==> config.mk <==
export PLATFORM = sky130hd
export DESIGN_NAME = rotary_level_ctrl_flat
export DESIGN_NICKNAME = d
export VERILOG_FILES = /design/src/rtl/rotary_level_if.sv /design/src/rtl/rotary_level_ctrl.sv /design/src/flat_wrapper.sv
export SDC_FILE = /design/constraint.sdc
export NUM_CORES = 1
export LEC_CHECK = 0
export CORE_AREA = 2 2 65 67
export DETAILED_ROUTE_END_ITERATION = 8
export DIE_AREA = 0 0 67 69
export PLACE_DENSITY = 0.73
export REMOVE_ABC_BUFFERS = 1
export SLEW_MARGIN = 0
export SYNTH_ARGS = -nofsm -noshare
export SYNTH_HDL_FRONTEND = slang
export SYNTH_SLANG_ARGS = --single-unit
==> constraint.sdc <==
create_clock -name clk -period 2.4 [get_ports clk]
set_input_delay 0.48 -clock clk [delete_from_list [all_inputs] [get_ports clk]]
set_output_delay 0.48 -clock clk [all_outputs]
set_load 0.005 [all_outputs]
==> src/rtl/rotary_level_if.sv <==
// Encoder/bargraph signal bundle: raw quadrature and enable in, level, bargraph and pulses out.
interface rotary_level_if #(
  parameter int LEVELS = 8
) ();
  localparam int LW = $clog2(LEVELS + 1);

  logic              quad_a;
  logic              quad_b;
  logic              enable;
  logic [LW-1:0]     level;
  logic [LEVELS-1:0] bargraph;
  logic              step_up;
  logic              step_down;
  logic              error;

  modport master (
    output quad_a, quad_b, enable,
    input  level, bargraph, step_up, step_down, error
  );

  modport slave (
    input  quad_a, quad_b, enable,
    output level, bargraph, step_up, step_down, error
  );
endinterface

==> src/rtl/rotary_level_ctrl.sv <==
// Rotary encoder front end: sync + debounce per phase, x4 quadrature decode,
// detent accumulator and saturating thermometer-coded level register.
module rotary_level_ctrl #(
  parameter int LEVELS          = 8,
  parameter int DEBOUNCE_CYCLES = 16
) (
  input  logic          clk,
  input  logic          reset,
  rotary_level_if.slave bus
);
  localparam int LW = $clog2(LEVELS + 1);
  localparam int CW = $clog2(DEBOUNCE_CYCLES + 1);
  localparam logic [CW-1:0] CNT_LAST  = CW'(DEBOUNCE_CYCLES - 1);
  localparam logic [LW-1:0] LEVEL_MAX = LW'(LEVELS);

  typedef enum logic {
    PRIME,
    RUN
  } state_t;

  state_t            state_reg, state_next;
  logic [1:0]        prime_cnt_reg, prime_cnt_next;
  logic              prime_done;

  logic [1:0]        raw;
  logic [1:0]        sync2_vec;
  logic [1:0]        stable_vec;
  logic [1:0]        prev_reg;

  logic signed [2:0] acc_reg, acc_next;
  logic [LW-1:0]     level_reg, level_next;
  logic [LEVELS-1:0] bargraph_reg, bargraph_next;
  logic              step_up_reg, step_up_next;
  logic              step_down_reg, step_down_next;
  logic              error_reg, error_next;

  logic [1:0]        phase_diff;
  logic              move_cw, move_ccw, move_bad;

  assign raw        = {bus.quad_a, bus.quad_b};
  assign prime_done = (state_reg == PRIME) && (prime_cnt_reg == 2'd2);

  // Per-phase synchronizer and debouncer; index 1 is A, index 0 is B.
  for (genvar gi = 0; gi < 2; gi++) begin : g_phase
    logic          sync1_reg;
    logic          sync2_reg;
    logic          stable_reg;
    logic [CW-1:0] cnt_reg;

    always_ff @(posedge clk) begin
      if (reset) begin
        sync1_reg  <= 1'b0;
        sync2_reg  <= 1'b0;
        stable_reg <= 1'b0;
        cnt_reg    <= '0;
      end else begin
        sync1_reg <= raw[gi];
        sync2_reg <= sync1_reg;
        if (state_reg == PRIME) begin
          cnt_reg <= '0;
          if (prime_done) begin
            stable_reg <= sync2_reg;
          end
        end else if (sync2_reg == stable_reg) begin
          cnt_reg <= '0;
        end else if (cnt_reg == CNT_LAST) begin
          stable_reg <= sync2_reg;
          cnt_reg    <= '0;
        end else begin
          cnt_reg <= cnt_reg + 1'b1;
        end
      end
    end

    assign sync2_vec[gi]  = sync2_reg;
    assign stable_vec[gi] = stable_reg;
  end

  // Position of a {A,B} pair along the clockwise cycle 00->01->11->10.
  function automatic logic [1:0] phase_index(input logic [1:0] ab);
    logic [1:0] idx;
    case (ab)
      2'b00:   idx = 2'd0;
      2'b01:   idx = 2'd1;
      2'b11:   idx = 2'd2;
      default: idx = 2'd3;
    endcase
    return idx;
  endfunction

  // Modulo-4 distance travelled: 1 forward, 3 backward, 2 means both phases flipped.
  assign phase_diff = phase_index(stable_vec) - phase_index(prev_reg);
  assign move_cw    = (state_reg == RUN) && (phase_diff == 2'd1);
  assign move_ccw   = (state_reg == RUN) && (phase_diff == 2'd3);
  assign move_bad   = (state_reg == RUN) && (phase_diff == 2'd2);

  always_comb begin
    state_next     = state_reg;
    prime_cnt_next = prime_cnt_reg;
    acc_next       = acc_reg;
    level_next     = level_reg;
    step_up_next   = 1'b0;
    step_down_next = 1'b0;
    error_next     = 1'b0;

    case (state_reg)
      PRIME: begin
        prime_cnt_next = prime_cnt_reg + 2'd1;
        if (prime_done) begin
          state_next     = RUN;
          prime_cnt_next = 2'd0;
        end
      end
      RUN: begin
        error_next = move_bad;
        if (!bus.enable) begin
          acc_next = 3'sd0;
        end else if (move_cw) begin
          if (acc_reg == 3'sd3) begin
            acc_next     = 3'sd0;
            step_up_next = 1'b1;
          end else begin
            acc_next = acc_reg + 3'sd1;
          end
        end else if (move_ccw) begin
          if (acc_reg == -3'sd3) begin
            acc_next       = 3'sd0;
            step_down_next = 1'b1;
          end else begin
            acc_next = acc_reg - 3'sd1;
          end
        end

        if (step_up_next && (level_reg != LEVEL_MAX)) begin
          level_next = level_reg + 1'b1;
        end else if (step_down_next && (level_reg != '0)) begin
          level_next = level_reg - 1'b1;
        end
      end
      default: begin
        state_next     = PRIME;
        prime_cnt_next = 2'd0;
      end
    endcase
  end

  // Thermometer code from the next level so bargraph and level register together.
  for (genvar gi = 0; gi < LEVELS; gi++) begin : g_therm
    assign bargraph_next[gi] = (level_next > LW'(gi));
  end

  always_ff @(posedge clk) begin
    if (reset) begin
      state_reg     <= PRIME;
      prime_cnt_reg <= 2'd0;
      prev_reg      <= 2'b00;
      acc_reg       <= 3'sd0;
      level_reg     <= '0;
      bargraph_reg  <= '0;
      step_up_reg   <= 1'b0;
      step_down_reg <= 1'b0;
      error_reg     <= 1'b0;
    end else begin
      state_reg     <= state_next;
      prime_cnt_reg <= prime_cnt_next;
      acc_reg       <= acc_next;
      level_reg     <= level_next;
      bargraph_reg  <= bargraph_next;
      step_up_reg   <= step_up_next;
      step_down_reg <= step_down_next;
      error_reg     <= error_next;
      if (prime_done) begin
        prev_reg <= sync2_vec;
      end else if (state_reg == RUN) begin
        prev_reg <= stable_vec;
      end
    end
  end

  assign bus.level     = level_reg;
  assign bus.bargraph  = bargraph_reg;
  assign bus.step_up   = step_up_reg;
  assign bus.step_down = step_down_reg;
  assign bus.error     = error_reg;
endmodule
==> src/flat_wrapper.sv <==
// flat-port wrapper written by rule: the top's interface ports become plain ports
module rotary_level_ctrl_flat 
#(
  parameter int LEVELS          = 8,
  parameter int DEBOUNCE_CYCLES = 16
)
  (clk, reset, bus_quad_a, bus_quad_b, bus_enable, bus_level, bus_bargraph, bus_step_up, bus_step_down, bus_error);
  rotary_level_if #(.LEVELS(LEVELS)) bus_i ();
  input  logic clk;
  input  logic reset;
  input wire logic [$bits(bus_i.quad_a)-1:0] bus_quad_a;
  input wire logic [$bits(bus_i.quad_b)-1:0] bus_quad_b;
  input wire logic [$bits(bus_i.enable)-1:0] bus_enable;
  output wire logic [$bits(bus_i.level)-1:0] bus_level;
  output wire logic [$bits(bus_i.bargraph)-1:0] bus_bargraph;
  output wire logic [$bits(bus_i.step_up)-1:0] bus_step_up;
  output wire logic [$bits(bus_i.step_down)-1:0] bus_step_down;
  output wire logic [$bits(bus_i.error)-1:0] bus_error;
  assign bus_i.quad_a = bus_quad_a;
  assign bus_i.quad_b = bus_quad_b;
  assign bus_i.enable = bus_enable;
  assign bus_level = bus_i.level;
  assign bus_bargraph = bus_i.bargraph;
  assign bus_step_up = bus_i.step_up;
  assign bus_step_down = bus_i.step_down;
  assign bus_error = bus_i.error;
  rotary_level_ctrl #(.LEVELS(LEVELS), .DEBOUNCE_CYCLES(DEBOUNCE_CYCLES)) u_core (.clk(clk), .reset(reset), .bus(bus_i));
endmodule
==> run summary, run 1 <==
Status = complete, no violations
EDFF count, synth = 0
Switching power = 0.000304 W
Initial antenna violation count = 0
Vias in the first global route = 1345
Worst Path Buf+Inv = 2
Final Hold Vio Count = 0
Core box area = 3910 sq um
Sequential fraction of the synthesis area = 40.7%
Critical path launch point type = flip-flop
Post-synthesis register bit count = 39
Root Driver = clkbuf_8
Clock slew at reported path FFs = 0.07 ns
Worst EP required = 2.56 ns
Cell Count, Final, Fillers Out = 291
Int Power = 0.000995 W
Largest family of logic cells by synthesized area = simple AND/OR/NAND/NOR gates
Via density = 4.97
Slew @ Worst Pin = 0.384 ns
Fin crit period = 2.25 ns
Comb power frac = 10.7%
DRT Pass-1 Iters = 4
Count of buffers from port buffering = 19
Bufs on Longest Clock Path = 2
PD cells = 539 nW/um^2
Critical Path End Type = flip-flop
Via Count = 1445
Die area = 4620 sq um
Xor and xnor area share after synthesis = 6.71%
Worst path cell trace = buf_4 -> ha_1 -> nor2_1 -> xnor3_2 -> mux2i_1 -> mux2i_2 -> buf_6 -> o211ai_1
# diodes = 0
Final worst slack = 0.149 ns
Kind of critical path = flip-flop to flip-flop
VDD IR-drop max = 0.508 mV
Commonest cells after routing, fill and taps aside = dfxtp_1 (39), nor2_1 (28), clkdlybuf4s50_1 (19), buf_4 (17), inv_1 (16)
Global-route wire length before repair = 5.81 mm
Worst hold path class = flip-flop to flip-flop
Placement Rows = 23
H-tree Lvls = 2
Die H = 69 um
Clk pwr share = 37.1%
Area Growth Syn to Fin = 25.4%
Top cells by area in the synthesized netlist = dfxtp_1 (41%), ha_1 (9.1%), nor2_1 (5.5%)
Final nets = 259
Worst-Skew Late Latency = 0.29 ns
Max FO, Critical Path = 10
Async set-reset flop share out of synthesis = 0%
MaxCap Viol Count = 0
Die X = 67 um
Top FF cell, synth = dfxtp_1
Hold WS = 0.438 ns
Inserted Clock Buffers = 5
CTS sink count = 39
Placed Cells = 280
Largest net degree at the start of global routing = 17
Yosys cell types = 48
Flop pwr share = 52.2%
WL/cell = 11.6 um
Commonest non-fill, non-tap cell in the layout = dfxtp_1
CP peak stage delay = 0.57 ns
Place WS = -0.0414 ns
Max reg flops = 10
CP Data Arrival Time = 2.41 ns
Fin. max-slew vios = 0
Synth top area share = 40.7%
Hpwl dp = 2.50 mm
Delay-heaviest family, CP = XOR/XNOR gates
Initial Util = 49.1%
Gr usage total = 16.2%
FMAX = 444 MHz
Leakage = 0.992 nW
# IOs = 20
Compound-Gate Fraction of Synth Area = 10.9%
Cts hold-fix bufs = 0
Avg Synthesized Cell Area = 9.51 sq um
CP max stage cell = xnor3_2
Sw Share = 23.4%
Share of cells above drive strength 1 = 18.7%
Post-synth top area cell = dfxtp_1
Post-synthesis adder-cell area fraction = 9.12%
Overflow after GRT = 0
Post-Synthesis Cells = 202
Clock skew = 0.00365 ns
Max-slew headroom = 74.4%
DR iter-0 viols = 71
Final ANT Viol Nets = 0
Count of final setup violators = 0
YS warnings = 0
Synth Cell Area = 1920 sq um
Mux share of post-synthesis cell area = 6.78%
Simple-gate area share of the yosys netlist = 20.8%
Final Cycle Share = 93.8%
Gpl congestion = 0.872
Total wire length = 3.37 mm
CTS tree = built
DRC Markers = 0
## area by class of cell
| cell class | count | area [sq um] |
|---|---|---|
| sequential | 39 | 781 |
| inverter | 16 | 60.1 |
| clock inverter | 1 | 7.51 |
| timing repair buffer | 37 | 329 |
| tap | 50 | 62.6 |
| multi-input combinational | 141 | 1070 |
| fill | 350 | 1510 |
| clock buffer | 7 | 96.3 |
## routing by layer
layer | vias up | GRT usage [%] | share of wire (%)
li1 | 764 | - | -
met3 | 8 | 4.89 | 3.8
met2 | 27 | 24.2 | 45
met5 | - | 0 | 0
met1 | 646 | 21.0 | 49
met4 | 0 | 7.94 | 2.6
## per-stage QoR
stage	total power, W	util, %	area [sq um]	TNS (ns)
final	0.00130	61.5	2410	0
after global routing	0.00136	61.5	2410	-0.00543
after CTS	0.00131	60.6	2370	0
after detailed placement	0.000830	57.5	2250	-0.0911
after global placement	0.000829	57.5	2250	0
after floorplan	0.000778	-	1880	-0.311
## Yosys cell counts (3+ instances only)
cell type,n
a21oi_1,9
clkbuf_1,4
dfxtp_1,39
ha_1,14
inv_1,16
mux2i_1,9
nand2_1,10
nand2b_1,3
nand3_1,3
nor2_1,28
nor2b_1,7
nor3_1,5
nor4_1,4
o211ai_1,3
o21ai_0,6
or3_1,3
xnor2_1,5
## cells by family (layout without fill, tap and decap cells)
logic type	count (synthesis)	count (layout)
AO/OA/AOI/OAI	29	29
XOR/XNOR	10	10
adder cells (fa/ha/maj)	14	14
buffers and inverters	22	61
flip-flops	39	39
multiplexers	12	12
AND/OR/NAND/NOR	76	76
## power by group through the flow
stage               combinational [W]  sequential, W  clock, W
finish                       0.000139       0.000678  0.000482
global route                 0.000153       0.000680  0.000528
CTS                          0.000139       0.000677  0.000496
detailed placement           0.000138       0.000692         0
global placement             0.000137       0.000692         0
floorplan                   0.0000816       0.000696         0
## worst paths after layout
| path | startpoint | to | slack [ns] | depth (start not counted) |
|---|---|---|---|---|
| min | u_core.g_phase[1].sync1_reg | u_core.g_phase[1].sync2_reg | 0.44 | 1 |
| min reg2reg | u_core.g_phase[1].sync1_reg | u_core.g_phase[1].sync2_reg | 0.44 | 1 |
| max | u_core.g_phase[1].stable_reg | u_core.bus.bargraph[2] | 0.15 | 8 |
| max reg2reg | u_core.g_phase[1].stable_reg | u_core.bus.bargraph[2] | 0.15 | 8 |
## what timing repair did
item                                    CTS  global route
cloned                                    0             0
endpoints found under the hold margin     0             0
pin swaps                                 0             1
resized for setup                         1             6
endpoints found under the setup margin    5            12
buffers inserted                          2             1
Note: power is estimated with default switching activity, not from simulation.
==> run 2, diff against run 1 <==
--- a/config.mk
+++ b/config.mk
@@ -8,6 +8,7 @@
 export CORE_AREA = 2 2 65 67
 export DETAILED_ROUTE_END_ITERATION = 8
 export DIE_AREA = 0 0 67 69
+export GPL_TIMING_DRIVEN = 0
 export PLACE_DENSITY = 0.73
 export REMOVE_ABC_BUFFERS = 1
 export SLEW_MARGIN = 0
==> run 2 against run 1 <==
Compared with the run above:
- global-route usage down 0.52 points
- sequential power up 1%
- utilization down 1.2 points
- count of clock-buffer cells in the layout unchanged
- register-to-register slack worse by 0.08 ns
- critical path type unchanged
- critical endpoint unchanged
- largest cell class unchanged
- largest power group unchanged
==> run summary, run 2 (synthesis results as in run 1) <==
Hpwl dp = 2.18 mm
Int Power = 0.000935 W
Comb power frac = 10.6%
Worst path cell trace = inv_1 -> ha_1 -> inv_2 -> ha_4 -> nand3b_4 -> buf_6 -> nor3_1 -> mux2i_1 -> mux2i_2 -> buf_6 -> o211ai_1
CTS sink count = 39
Final worst slack = 0.0713 ns
Metal3 WL = 129 um
Delay-heaviest family, CP = adder cells
Commonest non-fill, non-tap cell in the layout = dfxtp_1
DR iter-0 viols = 29
PD cells = 524 nW/um^2
Commonest cells after routing, fill and taps aside = dfxtp_1 (36), nor2_1 (28), clkdlybuf4s50_1 (18), inv_1 (15), ha_1 (12)
Placed Cells = 265
Share of cells above drive strength 1 = 16.4%
Cell mode on critical path = buf_6
Overflow after GRT = 0
Clk pwr share = 33.9%
Final Hold Vio Count = 0
Leakage = 0.970 nW
Gr usage total = 15.7%
Hold path cells = 1
Inserted Clock Buffers = 5
DRT Pass-1 Iters = 4
Total wire length = 3.35 mm
Area Growth Syn to Fin = 22.9%
MaxCap Viol Count = 0
Kind of critical path = flip-flop to flip-flop
R2r setup slk = 0.07 ns
Fin. max-slew vios = 0
Switching power = 0.000301 W
CP max stage cell = dfxtp_2
Top Layer Used = met4
Worst Reg-to-Reg Cells = 11
Via density = 5.11
Register area = 787 sq um
WL/cell = 11.9 um
Max-slew headroom = 35.3%
Critical path launch point type = flip-flop
Clock slew at reported path FFs = 0.07 ns
Initial Util = 49.1%
# diodes = 0
Gpl congestion = 0.830
M1 WL = 1.62 mm
Area occupied by multi-input gates = 1110 sq um
Cell Count, Final, Fillers Out = 282
CP peak stage delay = 0.34 ns
Largest net degree at the start of global routing = 29
Bufs on Longest Clock Path = 2
Hold Crit Start = u_core.g_phase[0].sync1_reg
Vias in the first global route = 1295
CP Data Arrival Time = 2.45 ns
Fin crit period = 2.33 ns
Met2 WL = 1.56 mm
Die X = 67 um
Worst EP required = 2.52 ns
Clock skew = 0.00908 ns
Sum Neg Setup Slack = 0 ns
Final ANT Viol Nets = 0
Core box area = 3910 sq um
Max reg flops = 10
CTS tree = built
H-tree Lvls = 2
Worst hold path class = flip-flop to flip-flop
Global-route wire length before repair = 5.67 mm
DRC Markers = 0
Placement Rows = 23
Critical path depth = 11
Flop pwr share = 55.5%
Worst Path Buf+Inv = 4
Place WS = -0.410 ns
VDD IR-drop max = 0.278 mV
Fillers = 348
Die H = 69 um
RR Startpoint = u_core.prev_reg[0]
Setup crit start = u_core.prev_reg[0]
Final Cycle Share = 97.0%
Count of final setup violators = 0
Design Power = 0.00124 W
Worst setup path endpoint = u_core.bus.bargraph[2]
Count of buffers from port buffering = 19
Via Count = 1440
FMAX = 429 MHz
Slew @ Worst Pin = 0.969 ns
Status = complete, no violations
Finished Core Util = 60.3%
Initial antenna violation count = 0
Die area = 4620 sq um
Sw Share = 24.4%
Critical Path End Type = flip-flop
R2r endpoint = u_core.bus.bargraph[2]
Max FO, Critical Path = 5
# IOs = 20
Root Driver = clkbuf_8
Worst-Skew Late Latency = 0.28 ns
Final nets = 250
run 2: cell types whose count changed in the layout (fill, tap and decap cells not counted), sizes merged:
cell / delta
buf: -10
clkdlybuf4s50: -1
clkinv: +1
clkinvlp: -1
dlymetal6s2s: +1
nand3b: +1
run 2: routing by layer:
layer	global-route usage, %	vias up
met5	0	-
met1	20.5	659
met2	25.3	27
li1	-	749
met4	4.76	0
met3	3.92	5
run 2: per-stage QoR:
step | instance area, sq um | hold WS (ns)
3_5_place_dp | 2140 | 0.426
3_3_place_gp | 2140 | 0.418
5_1_grt | 2360 | 0.466
4_1_cts | 2300 | 0.443
2_1_floorplan | 1880 | 0.414
6_report | 2360 | 0.442
run 2: power by group through the flow:
stage                     clock (W)  combinational [W]  sequential (W)
after floorplan                   0          0.0000816        0.000696
after global placement            0           0.000118        0.000699
after detailed placement          0           0.000119        0.000700
after CTS                  0.000428           0.000126        0.000687
after global routing       0.000457           0.000147        0.000690
final                      0.000419           0.000131        0.000686
run 2: worst min-delay path by stage:
stage	endpoint	slack [ns]
global route	u_core.g_phase[0].sync2_reg	0.47
CTS	u_core.g_phase[1].sync2_reg	0.44
detailed placement	u_core.g_phase[1].sync2_reg	0.43
floorplan	u_core.g_phase[0].sync2_reg	0.41
global placement	u_core.g_phase[1].sync2_reg	0.42
finish	u_core.g_phase[0].sync2_reg	0.44
run 2: worst reg2reg max path: cells and delay by family (launching register included):
kind            cells  cell delay [ns]
compound gates      1             0.09
fa+ha+maj           2             0.49
buf+inv             4             0.43
flops               1             0.34
mux                 2             0.38
simple gates        2             0.44
run 2: layout make-up:
class                      count  area share [%]
sequential                    39            33.3
tap                           50            2.65
multi-input combinational    142            47.1
timing repair buffer          27            10.9
clock inverter                 1           0.212
clock buffer                   7            3.23
inverter                      16            2.54
run 2: what timing repair did:
item,4_1_cts,5_1_grt
resized for setup,6,9
gates cloned,1,1
endpoints found under the setup margin,12,12
pin swaps,0,2
buffers inserted,4,3
hold buffers,0,0
